### src/rtl/register_dump.sv
// ----------------------------------------------------------------------------
// register_dump
//
// Sequential debug reader for the MiniMIPS 8x32 register file. A start pulse
// walks the contiguous address range first_reg..last_reg through one read port.
// The range wraps modulo 8 when last_reg < first_reg. Each captured word is
// streamed out on a valid/ready handshake, and the emitted words are folded
// into an XOR checksum.
//
// Ports
//   clock      in   rising-edge clock, shared with the register file
//   reset_n    in   asynchronous active-low reset
//   start      in   one-cycle dump request, sampled only while idle
//   first_reg  in   first address of the range, latched on accepted start
//   last_reg   in   last address of the range (inclusive), latched on start
//   read_reg   out  address driven to the register file read port
//   read_data  in   combinational read data for read_reg
//   out_valid  out  out_data/out_index hold a word
//   out_ready  in   downstream accepts the word when high with out_valid
//   out_data   out  captured register value
//   out_index  out  address the word was read from
//   busy       out  high from start acceptance through the done cycle
//   done       out  one-cycle pulse after the last word's handshake
//   checksum   out  XOR of all words emitted in the current or last dump
// ----------------------------------------------------------------------------
module register_dump #(
   parameter int ADDR_W = 3,
   parameter int DATA_W = 32
) (
   input  logic              clock,
   input  logic              reset_n,
   input  logic              start,
   input  logic [ADDR_W-1:0] first_reg,
   input  logic [ADDR_W-1:0] last_reg,
   output logic [ADDR_W-1:0] read_reg,
   input  logic [DATA_W-1:0] read_data,
   output logic              out_valid,
   input  logic              out_ready,
   output logic [DATA_W-1:0] out_data,
   output logic [ADDR_W-1:0] out_index,
   output logic              busy,
   output logic              done,
   output logic [DATA_W-1:0] checksum
);

   localparam logic [1:0] ST_IDLE  = 2'd0;
   localparam logic [1:0] ST_FETCH = 2'd1;
   localparam logic [1:0] ST_SEND  = 2'd2;
   localparam logic [1:0] ST_DONE  = 2'd3;

   // The address is ADDR_W bits wide, so a plain increment already wraps
   // modulo the register count.
   function automatic logic [ADDR_W-1:0] next_addr(input logic [ADDR_W-1:0] a);
      next_addr = a + {{(ADDR_W-1){1'b0}}, 1'b1};
   endfunction

   logic [1:0]        state_r,     state_nx_s;
   logic [ADDR_W-1:0] addr_r,      addr_nx_s;
   logic [ADDR_W-1:0] last_r,      last_nx_s;
   logic [DATA_W-1:0] data_r,      data_nx_s;
   logic [ADDR_W-1:0] index_r,     index_nx_s;
   logic [DATA_W-1:0] checksum_r,  checksum_nx_s;
   logic              valid_r,     valid_nx_s;
   logic              busy_r,      busy_nx_s;
   logic              done_r,      done_nx_s;
   logic              handshake_s;

   // valid_r is high exactly in SEND, so it doubles as the SEND indicator.
   assign handshake_s = valid_r & out_ready;

   // Next-state and next-output computation for the dump sequencer.
   always_comb begin
      state_nx_s    = state_r;
      addr_nx_s     = addr_r;
      last_nx_s     = last_r;
      data_nx_s     = data_r;
      index_nx_s    = index_r;
      checksum_nx_s = checksum_r;
      valid_nx_s    = valid_r;
      busy_nx_s     = busy_r;
      done_nx_s     = 1'b0;
      case (state_r)
         ST_IDLE: begin
            if (start) begin
               addr_nx_s     = first_reg;
               last_nx_s     = last_reg;
               checksum_nx_s = {DATA_W{1'b0}};
               busy_nx_s     = 1'b1;
               state_nx_s    = ST_FETCH;
            end else begin
               state_nx_s    = ST_IDLE;
            end
         end
         ST_FETCH: begin
            // read_reg already equals addr_r, so read_data is this word.
            data_nx_s  = read_data;
            index_nx_s = addr_r;
            valid_nx_s = 1'b1;
            state_nx_s = ST_SEND;
         end
         ST_SEND: begin
            if (handshake_s) begin
               checksum_nx_s = checksum_r ^ data_r;
               valid_nx_s    = 1'b0;
               if (addr_r == last_r) begin
                  done_nx_s  = 1'b1;
                  state_nx_s = ST_DONE;
               end else begin
                  addr_nx_s  = next_addr(addr_r);
                  state_nx_s = ST_FETCH;
               end
            end else begin
               // Stalled: hold the word until the downstream takes it.
               state_nx_s = ST_SEND;
            end
         end
         ST_DONE: begin
            busy_nx_s  = 1'b0;
            state_nx_s = ST_IDLE;
         end
         default: begin
            valid_nx_s = 1'b0;
            busy_nx_s  = 1'b0;
            state_nx_s = ST_IDLE;
         end
      endcase
   end

   // State and output registers, cleared asynchronously by reset_n.
   always_ff @(posedge clock or negedge reset_n) begin
      if (!reset_n) begin
         state_r    <= ST_IDLE;
         addr_r     <= {ADDR_W{1'b0}};
         last_r     <= {ADDR_W{1'b0}};
         data_r     <= {DATA_W{1'b0}};
         index_r    <= {ADDR_W{1'b0}};
         checksum_r <= {DATA_W{1'b0}};
         valid_r    <= 1'b0;
         busy_r     <= 1'b0;
         done_r     <= 1'b0;
      end else begin
         state_r    <= state_nx_s;
         addr_r     <= addr_nx_s;
         last_r     <= last_nx_s;
         data_r     <= data_nx_s;
         index_r    <= index_nx_s;
         checksum_r <= checksum_nx_s;
         valid_r    <= valid_nx_s;
         busy_r     <= busy_nx_s;
         done_r     <= done_nx_s;
      end
   end

   assign read_reg  = addr_r;
   assign out_valid = valid_r;
   assign out_data  = data_r;
   assign out_index = index_r;
   assign busy      = busy_r;
   assign done      = done_r;
   assign checksum  = checksum_r;

endmodule

### config.mk
export PLATFORM = sky130hd
export DESIGN_NAME = register_dump
export DESIGN_NICKNAME = d
export VERILOG_FILES = /design/src/rtl/register_dump.sv
export SDC_FILE = /design/constraint.sdc
export NUM_CORES = 1
export LEC_CHECK = 0
export ABC_AREA = 1
export CAP_MARGIN = 20
export CORE_ASPECT_RATIO = 0.9
export CORE_UTILIZATION = 41
export DETAILED_ROUTE_END_ITERATION = 7
export PLACE_DENSITY = 0.87
export SYNTH_ARGS = -nofsm -noshare
export SYNTH_HDL_FRONTEND = slang
export SYNTH_SLANG_ARGS = --single-unit
### constraint.sdc
create_clock -name clock -period 1.25 [get_ports clock]
set_input_delay 0.25 -clock clock [delete_from_list [all_inputs] [get_ports clock]]
set_output_delay 0.25 -clock clock [all_outputs]
set_load 0.1 [all_outputs]
# Yosys cells after proc, flatten, opt, wreduce, memory -nomap -nowiden
# Cells that the tools add are included.
word_totals:
  regBits: 78
  output_inout_bits: 73
op_classes:
  n_addsub: 1
  n_eq_ne: 7
  n_mux: 18
  bitwise_logic: 2
  reduce_logical: 9
op_table:
  columns: ["operator", "count"]
  rows:
  - ["32-bit 2-to-1 mux", 2]
  - ["32-bit case mux with 2 select lines", 1]
  - ["32-bit XOR", 1]
  - ["3-bit 2-to-1 mux", 3]
  - ["2-bit case mux with 4 select lines", 1]
  - ["1-bit 2-to-1 mux", 6]
  - ["2-bit != test (second input constant)", 3]
  - ["3-bit case mux with 2 select lines", 1]
  - ["2-bit AND reduction", 3]
  - ["2-bit nonzero test", 3]
  - ["2-bit equality test (second input constant)", 2]
  - ["2-bit 2-to-1 mux", 2]
  - ["1-bit case mux with 2 select lines", 2]
  - ["4-bit AND reduction", 1]
  - ["3-bit by 1-bit adder with 3-bit output (second input constant)", 1]
  - ["3-bit equality test", 1]
  - ["3-bit AND reduction", 1]
  - ["2-bit by 1-bit equality test with 1-bit output (second input constant)", 1]
  - ["2-bit zero test", 1]
  - ["1-bit bitwise AND", 1]

# Logic depth before layout (Yosys ltp)
# Gate-level depths: netlist of the first run.
logic_depth:
  ltp_word: 4
  mapped_depth: 8
  mapped_depth_nobuf: 8

# Least setup slack after synthesis of the first run
# No wires, ideal clock.
synth_path:
  kind: "register to register"
  start: "register valid_r, in the netlist out_valid"
  end: "register checksum_r[0], in the netlist checksum[0]"
  t_arrival_ns: 1.873
  path_slack_ns: -0.749
  stages_incl_launch_ff: 7
  path_buffers: 1
  path_cell_list: "dfrtp_1 nand2_1 nor2_8 buf_4 nand2_1 o21ai_0 a21oi_1"
synth_between:
  elab_chain_len: 3
synth_rtl:
  columns: ["item", "line", "text"]
  rows:
  - ["from (decl)", "63", "logic valid_r, valid_nx_s;"]
  - ["from (signal assigned)", "148", "valid_r <= valid_nx_s;"]
  - ["1-bit bitwise AND", "69", "assign handshake_s = valid_r & out_ready;"]
  - ["2-bit != test (no line)", null, null]
  - ["3-bit AND reduction (no line)", null, null]
  - ["to (signal assigned)", "137", "checksum_r <= {DATA_W{1'b0}};"]
  - ["to (signal assigned)", "147", "checksum_r <= checksum_nx_s;"]
  - ["to (decl)", "62", "logic [DATA_W-1:0] checksum_r, checksum_nx_s;"]
# No other way between the ends.
# A chain may end at the register's enable or synchronous reset.

# Final worst setup path of the first run
layout_path:
  start: "register state_r[0]"
  end: "register checksum_r[6], in the netlist checksum[6]"
layout_between:
  elab_chain_len: 3
  word_cells_on_any_way: 7
layout_rtl:
  columns: ["item", "line", "text"]
  rows:
  - ["from (decl)", "57", "logic [1:0] state_r, state_nx_s;"]
  - ["from (signal assigned)", "142", "state_r <= state_nx_s;"]
  - ["2-bit equality test or 2-bit zero test (tied branches)", "82", "case (state_r)"]
  - ["2-bit != test (no line) or 2-bit nonzero test (tied branches)", null, null]
  - ["3-bit AND reduction (no line)", null, null]
# Parallel ways exist; a longest one is shown, timed or not.

==> results of run 1 <==
==> repair_timing <==
action	CTS	global route
buffers inserted	8	28
resized for setup	49	70
endpoints found under the hold margin	78	0
pin swaps	17	16
endpoints found under the setup margin	76	100
hold buffers	1	0
gates cloned	2	7
==> routing by layer <==
layer | track usage (%) | wire, um
met1 | 27.3 | 4250
met2 | 41.1 | 6010
met3 | 5.44 | 614
met4 | 7.60 | 351
met5 | 0 | 0
==> worst paths after layout <==
check / slack [ps] / to / startpoint / cells after the start
min in group asynchronous: 470 / out_data[30] / reset_n / 3
setup reg to reg: -250 / checksum[6] / state_r[0] / 8
hold reg to reg: 540 / out_index[2] / out_index[2] / 2
hold / removal: 440 / out_data[2] / read_data[2] / 3
max in group asynchronous: 410 / out_data[14] / reset_n / 3
setup / recovery: -250 / checksum[6] / state_r[0] / 8
==> worst reg2reg max path, stage by stage, from the launching register on <==
cell and delay (ps):
dfrtp_1 400, inv_2 100, nand2_4 80, nor2_8 250, buf_12 150, buf_12 120, nand2_2 50, xor2_1 140
nor2_1 120
==> layout make-up <==
type	instances	area share, %
timing repair buffer	168	38.4
sequential	78	31.2
clock inverter	4	1.09
tap	96	1.87
timing repair inverter	5	0.953
inverter	20	1.61
multi-input combinational	250	22.6
clock buffer	12	2.26
==> stage by stage <==
stage	cells	hold WS [ps]	setup WS, ps	TNS, ps
detailed placement	575	305	-336	-11310
global placement	575	297	-252	-8640
global route	633	442	-285	-11820
floorplan	360	-45.6	-136	-4180
finish	633	442	-250	-9120
CTS	602	434	-151	-3640
==> cell usage after synthesis, drive strengths merged <==
master  count  area [sq um]
a21oi      12          60.1
buf        11          78.8
clkbuf      1          5.00
dfrtp      78          1950
ha          1          12.5
inv        20          75.1
nand2     165           654
nand3       5          25.0
nand4       1          6.26
nor2       26           116
o21ai      16          80.1
or2         1          6.26
xnor2       1          8.76
xor2       22           193
==> power breakdown <==
group	internal [mW]	switching [mW]	leakage, nW	total, mW
clock	1.18	0.889	0.110	2.06
sequential	2.52	0	0.823	2.52
combinational	0.119	0.0702	2.03	0.189
total	3.81	0.959	2.96	4.77
==> kinds of logic (layout without fill, tap and decap cells) <==
family / count (synthesis) / count (layout) / share of synthesized area (%)
compound gates: 28 / 28 / 4.28
xor+xnor: 23 / 23 / 6.15
fa+ha+maj: 1 / 1 / 0.382
buf+inv: 32 / 209 / 4.85
flops: 78 / 78 / 59.6
simple gates: 198 / 198 / 24.7
==> flow_summary.yaml, run 1 <==
worst_hold_path:
  worstHoldPathType: "input port to register"
logic_synthesis:
  syn_nets: 403
  syn-instance-count: 360
  seq_area_frac_synth_pct: 59.6
  syn_avg_cell_area_sq_um: 9.09
  synth_cell_types: 22
  synth_seq_cells: 78
  synth_area_sq_um: 3270
  yosysWarningCount: 0
finish:
  area_growth_pct: 96.6
  drive_gt1_share_pct: 47.7
  area.sequential_sq_um: 2010
  final_cell_mix: "118 x nand2_1, 79 x buf_12, 40 x dfrtp_1, 40 x clkdlybuf4s50_1, 36 x buf_4"
  design_area_sq_um: 6430
  fin_nets: 575
  fin_util_pct: 84.4
  multiInputGateArea_sq_um: 1460
  diodes: 0
  nFillCells: 377
  layout_commonest_cell: "nand2_1"
sta:
  hold_viol_final: 0
  fmax_ghz: 0.667
  post-route-period-util_pct: 120
  worst_pin_slew_ps: 419
  slew_headroom_pct: 72.0
  period_needed_ps: 1500
  rsz0062_at_grt: "true"
  setup_ws_ps: -250
  drv_slew: 0
  fin_worst_skew_ps: 8.06
  setup_viol: 72
global_routing:
  grt.overflow.total: 0
  grt_pass1_wl_um: 14300
  grtUsageTotal_pct: 23.1
  grt_pass1_vias: 2949
  antenna_found_initial: 0
  grt_max_degree: 79
power:
  power_mw: 4.77
  irDropWorstVdd_mv: 0.595
  power_density_nw_per_um2: 742
  leakage_nw: 2.96
setup_path:
  crit_fanout: 6
  slowest_delay_ps: 400
  worstSetupPathType: "register to register"
  cp_top_family: "simple AND/OR/NAND/NOR gates"
  critPathArrivalTime_ps: 1770
  crit_slowest_cell: "dfrtp_1"
  crit_top_cell: "buf_12"
  crit_buf_inv: 3
  cp_cell_sequence: "inv_2 > nand2_4 > nor2_8 > buf_12 > buf_12 > nand2_2 > xor2_1 > nor2_1"
  cp-start-kind: "register"
  cp-end-kind: "register"
  required_ps: 1520
placement:
  hpwlAfterDp_um: 6310
  port_buffers: 114
  gp_congestion: 0.781
  placed_area_sq_um: 5420
flow_run:
  maxCapViolCount: 0
cts:
  htreeDepth: 3
  clk_latency_ps: 340
  clkSlewWorstSetupHoldPaths_ps: 80
  tritoncts: "yes"
  clkSinkCount: 78
  numCtsBuffers: 9
  clk_path_buf_depth: 2
  clockRootBuffer: "clkbuf_8"
floorplanning:
  io_pins: 115
  die_area_sq_um: 8350
  start_util_pct: 43.0
  rows: 30
  core-area_sq_um: 7620
  dieWidth_um: 96.2
  die_h_um: 86.8
route:
  route.detailed.drc: 0
  dr.pass1.iters: 7
  drt_iter0_markers: 123
  dr_total_vias: 3177
  vias_per_cell: 5.02
  antenna_left: 0
  post_drt_wl_per_cell_um: 17.7
  routed_wl_um: 11200
run_status:
  status: "complete, but fails checks"
  violations: "setup timing"
Power figures use the tool's default switching activity.
==> run 2: changes to the inputs <==
==> constraint.sdc (replaced) <==
create_clock -name clock -period 1.25 [get_ports clock]
set_input_delay 0.25 -clock clock [delete_from_list [all_inputs] [get_ports clock]]
set_output_delay 0.25 -clock clock [all_outputs]
set_load 0.01 [all_outputs]
==> flow_summary.yaml, run 2 (same netlist as run 1, synthesis figures left out) <==
power:
  power.switching_mw: 0.952
  p_clk_share_pct: 43.6
  p_seq_share_pct: 52.3
  irDropWorstVdd_mv: 0.858
  leakage_nw: 2.56
  combinationalPowerShare_pct: 4.1
  internal_power_mw: 3.87
  p_sw_share_pct: 19.7
  power_density_nw_per_um2: 951
  power_mw: 4.82
placement:
  placed_area_sq_um: 4680
  dp_cells: 576
  post-place-ws_ps: -403
  hpwlAfterDp_um: 5890
  port_buffers: 114
  gp_congestion: 0.827
floorplanning:
  dieWidth_um: 96.2
  start_util_pct: 43.0
  rows: 30
  io_pins: 115
  die_h_um: 86.8
  core-area_sq_um: 7620
  die_area_sq_um: 8350
setup_path:
  cp_cell_sequence: "buf_4 > buf_2"
  worstSetupPathType: "register to output pin"
  crit_fanout: 3
  reg2reg_depth: 6
  cp-end-kind: "output pin"
  crit_slowest_cell: "dfrtp_1"
  r2r-start: "state_r[1]"
  cp-start-kind: "register"
  crit_buf_inv: 2
  rr_endpoint: "last_r[1]"
  cp-startpoint: "read_reg[1]"
  slowest_delay_ps: 420
  cp.depth: 2
  cp_top_family: "flip-flops"
  r2r_slack_ps: -30
  critPathArrivalTime_ps: 1040
  required_ps: 1000
  crit_end: "read_reg[1]"
sta:
  fmax_ghz: 0.777
  setup_viol: 8
  drv_slew: 0
  setup_ws_ps: -37.6
  post-route-period-util_pct: 103
  worst_pin_slew_ps: 319
  hold_viol_final: 0
  period_needed_ps: 1290
  rsz0062_at_grt: "true"
  fin_worst_skew_ps: 7.84
  slew_headroom_pct: 78.8
route:
  antenna_left: 0
  post_drt_wl_per_cell_um: 14.2
  dr.pass1.iters: 4
  drt_iter0_markers: 92
  vias_per_cell: 4.78
  routed_wl_um: 9170
  route.detailed.drc: 0
  dr_total_vias: 3092
cts:
  clk_path_buf_depth: 2
  clk_latency_ps: 350
  tritoncts: "yes"
  numCtsBuffers: 9
  clockRootBuffer: "clkbuf_8"
  clkSlewWorstSetupHoldPaths_ps: 70
  htreeDepth: 3
  clkSinkCount: 78
finish:
  fin_util_pct: 66.6
  final_cell_mix: "148 x nand2_1, 75 x dfrtp_1, 62 x buf_4"
  layout_commonest_cell: "nand2_1"
  nFillCells: 592
  drive_gt1_share_pct: 34.8
  fin_nets: 590
  area_growth_pct: 54.9
  design_area_sq_um: 5070
  stdcell_count: 647
  diodes: 0
global_routing:
  grtUsageTotal_pct: 23.1
  grt_max_degree: 35
  antenna_found_initial: 0
  grt_pass1_vias: 3131
  grt.overflow.total: 0
  grt_pass1_wl_um: 14300
flow_run:
  maxCapViolCount: 0
run_status:
  status: "complete, but fails checks"
  violations: "setup timing"
worst_hold_path:
  worstHoldPathType: "input port to async pin"
-- run 2: metrics by stage --
| stage | setup TNS, ps | hold slack, ps |
|---|---|---|
| after floorplan | 0 | -45.6 |
| after global placement | -11200 | 160 |
| after detailed placement | -11930 | 163 |
| after CTS | -52.7 | 328 |
| after global routing | -2100 | 373 |
| final | -166 | 350 |
-- run 2: layout make-up --
class,instances,area (sq um),area share [%]
clock inverter,3,67.6,1.33
multi-input combinational,250,1220,24.0
clock buffer,12,155,3.06
inverter,20,75.1,1.48
tap,96,120,2.37
timing repair buffer,188,1480,29.2
sequential,78,1960,38.6
-- run 2: worst min path at each step --
stage / from / endpoint / slack [ps]
floorplan: reset_n / busy / -50
global placement: reset_n / checksum[13] / 160
detailed placement: reset_n / checksum[11] / 160
CTS: reset_n / checksum[13] / 330
global route: reset_n / checksum[13] / 370
finish: reset_n / checksum[11] / 350
-- run 2: repair_timing --
item,CTS,global route
endpoints found under the setup margin,111,104
gates resized for setup,190,82
hold buffers,1,0
hold endpoints to repair,19,0
buffers inserted,39,16
pin swaps,5,4
-- run 2: power groups by stage --
stage	clock (mW)	combinational [mW]	sequential (mW)
after floorplan	0	0.0000353	2.57
final	2.10	0.196	2.52
after global placement	0	0.192	2.57
after global routing	2.26	0.215	2.52
after CTS	2.14	0.199	2.52
after detailed placement	0	0.194	2.57
-- run 2: metal layers --
| metal | global-route usage (%) | routed length (um) | part of all wire [%] |
|---|---|---|---|
| met1 | 27.0 | 3710 | 40 |
| met2 | 41.1 | 4830 | 53 |
| met3 | 6.67 | 496 | 5.4 |
| met4 | 6.65 | 135 | 1.5 |
| met5 | 0 | 0 | 0 |
==> edit: new RTL, settings of run 1 <==
Make the reset (`reset_n`) synchronous in one clocked block. Comments in the files are not updated.
--- a/src/rtl/register_dump.sv
+++ b/src/rtl/register_dump.sv
@@ -129,3 +129,3 @@
    // State and output registers, cleared asynchronously by reset_n.
-   always_ff @(posedge clock or negedge reset_n) begin
+   always_ff @(posedge clock) begin
       if (!reset_n) begin
Behaviour: differs if reset_n is asserted again (counterexample within 4 cycles, from zero or initial values and one cycle with reset_n low); with reset_n held inactive, the same outputs for 10 cycles.
==> edit against run 1 <==
  * The flow still finishes with violations (negative setup slack)
  * Final cell count fell by 5.1%
  * Count of clock-buffer cells in the layout unchanged
  * Synthesized cell count increased by 2.2%
  * Global-route usage up 2.0 points
  * Die area fell by 8.5%
  * Setup slack improved by 130 ps
  * Area after synthesis shrank 8.7%
  * Sequential cell count is the same
  * Critical path depth decreased by 1
  * Cell area shrank 11%
  * Routed wire length decreased by 4.7%
  * Critical endpoint is now checksum[23]
  * Highest routed layer unchanged
Power is not compared: it rests on default switching activity, and its combinational part moved more than twofold at a synthesized area within 25%.
==> edit: results (changes against run 1) <==
status: "complete, but fails checks"
violations: "negative setup slack"
hold_path.class: "flop to flop"
setup_violations: 36  # -50%
path_max_fanout: 7  # +1
min_from: "last_r[1]"
grtUsageMet2_pct: 46.1  # +5.0 points
worst-r2r-setup-slack_ps: -120  # +130 ps
synth_cells: 368  # +2.2%
grt_util_met3_pct: 5.95  # +0.51 points
slowest_delay_ps: 360  # -40 ps
pre_cts_ws_ps: -305  # +31.4 ps
ys_top_cells_by_count: "dfxtp_1 (78), nor2_1 (69), a21oi_1 (45)"
hold-worst-slack_ps: 493  # +51.4 ps
layout_setup_ws_ps: -120  # +130 ps
synthArstFlopShare_pct: 0  # -100 points
drtPass1Iterations: 4  # -3
worstPathArrival_ps: 1640  # -130 ps
dp_hpwl_um: 6960  # +10%
ys_seq_area_share_pct: 52.3  # -7.4 points
timing.rr.end: "checksum[23]"
grtUsageTotal_pct: 25.2  # +2.0 points
r2r_cells: 7  # -1
instances_no_fill: 601  # -5.1%
cp_slowest_cell: "dfxtp_2"
gp_congestion: 0.911  # +17%
==> edit: cell types whose count changed in the layout (fill, tap and decap cells not counted), moves of 23 or more <==
cell	delta
nor2_1	+45
dfxtp_2	+69
dfrtp_1	-40
a21oi_1	+25
dfrtp_2	-34
nand2_1	-87
buf_4	-23
o21ai_0	+39
==> edit: worst max path at each step <==
stage | endpoint | slack [ps] | depth (start not counted)
after floorplan | read_reg[2] | -30 | 7
after global placement | read_reg[2] | -230 | 8
after detailed placement | read_reg[2] | -300 | 8
after CTS | read_reg[2] | -40 | 9
after global routing | checksum[23] | -180 | 7
final | checksum[23] | -120 | 7
==> edit: cells by family after synthesis <==
family | after synthesis | share of synthesized area (%)
flops | 78 | 52.3
simple gates | 170 | 27.6
compound gates | 87 | 14.6
xor+xnor | 1 | 0.293
buf+inv | 31 | 4.86
fa+ha+maj | 1 | 0.419
==> edit: tightest hold or removal path: stages, from the launching register on <==
cell	delay (ps)
dfxtp_1	320
inv_1	70
a21oi_1	60
==> edit: final cells by class <==
class                   instances  area, um^2
clock inverters                 4        46.3
multi-input cells             260        1410
well taps                      93         116
flip-flops and latches         78        1670
clock buffers                  12         145
fillers                       406        1340
inverters                      10        40.0
repair buffers                144        2270
==> edit: routing by layer <==
metal,up-vias,part of all wire [%]
met3,30,7.6
met5,-,0
li1,1520,-
met1,1568,37
met2,175,53
met4,0,2.6
==> edit: repair_timing <==
action	in CTS	in global routing
gates resized for setup	7	23
gates cloned	0	8
buffers inserted	3	2
pin swaps	8	12
setup endpoints to repair	39	43
==> edit: power by group through the flow <==
| stage | clock network, mW | logic, mW | registers [mW] |
|---|---|---|---|
| 2_1_floorplan | 0 | 0.541 | 4.06 |
| 3_3_place_gp | 0 | 2.66 | 3.00 |
| 3_5_place_dp | 0 | 2.73 | 3.02 |
| 4_1_cts | 1.88 | 2.76 | 2.97 |
| 5_1_grt | 1.99 | 3.08 | 3.02 |
| 6_report | 1.89 | 2.97 | 2.99 |
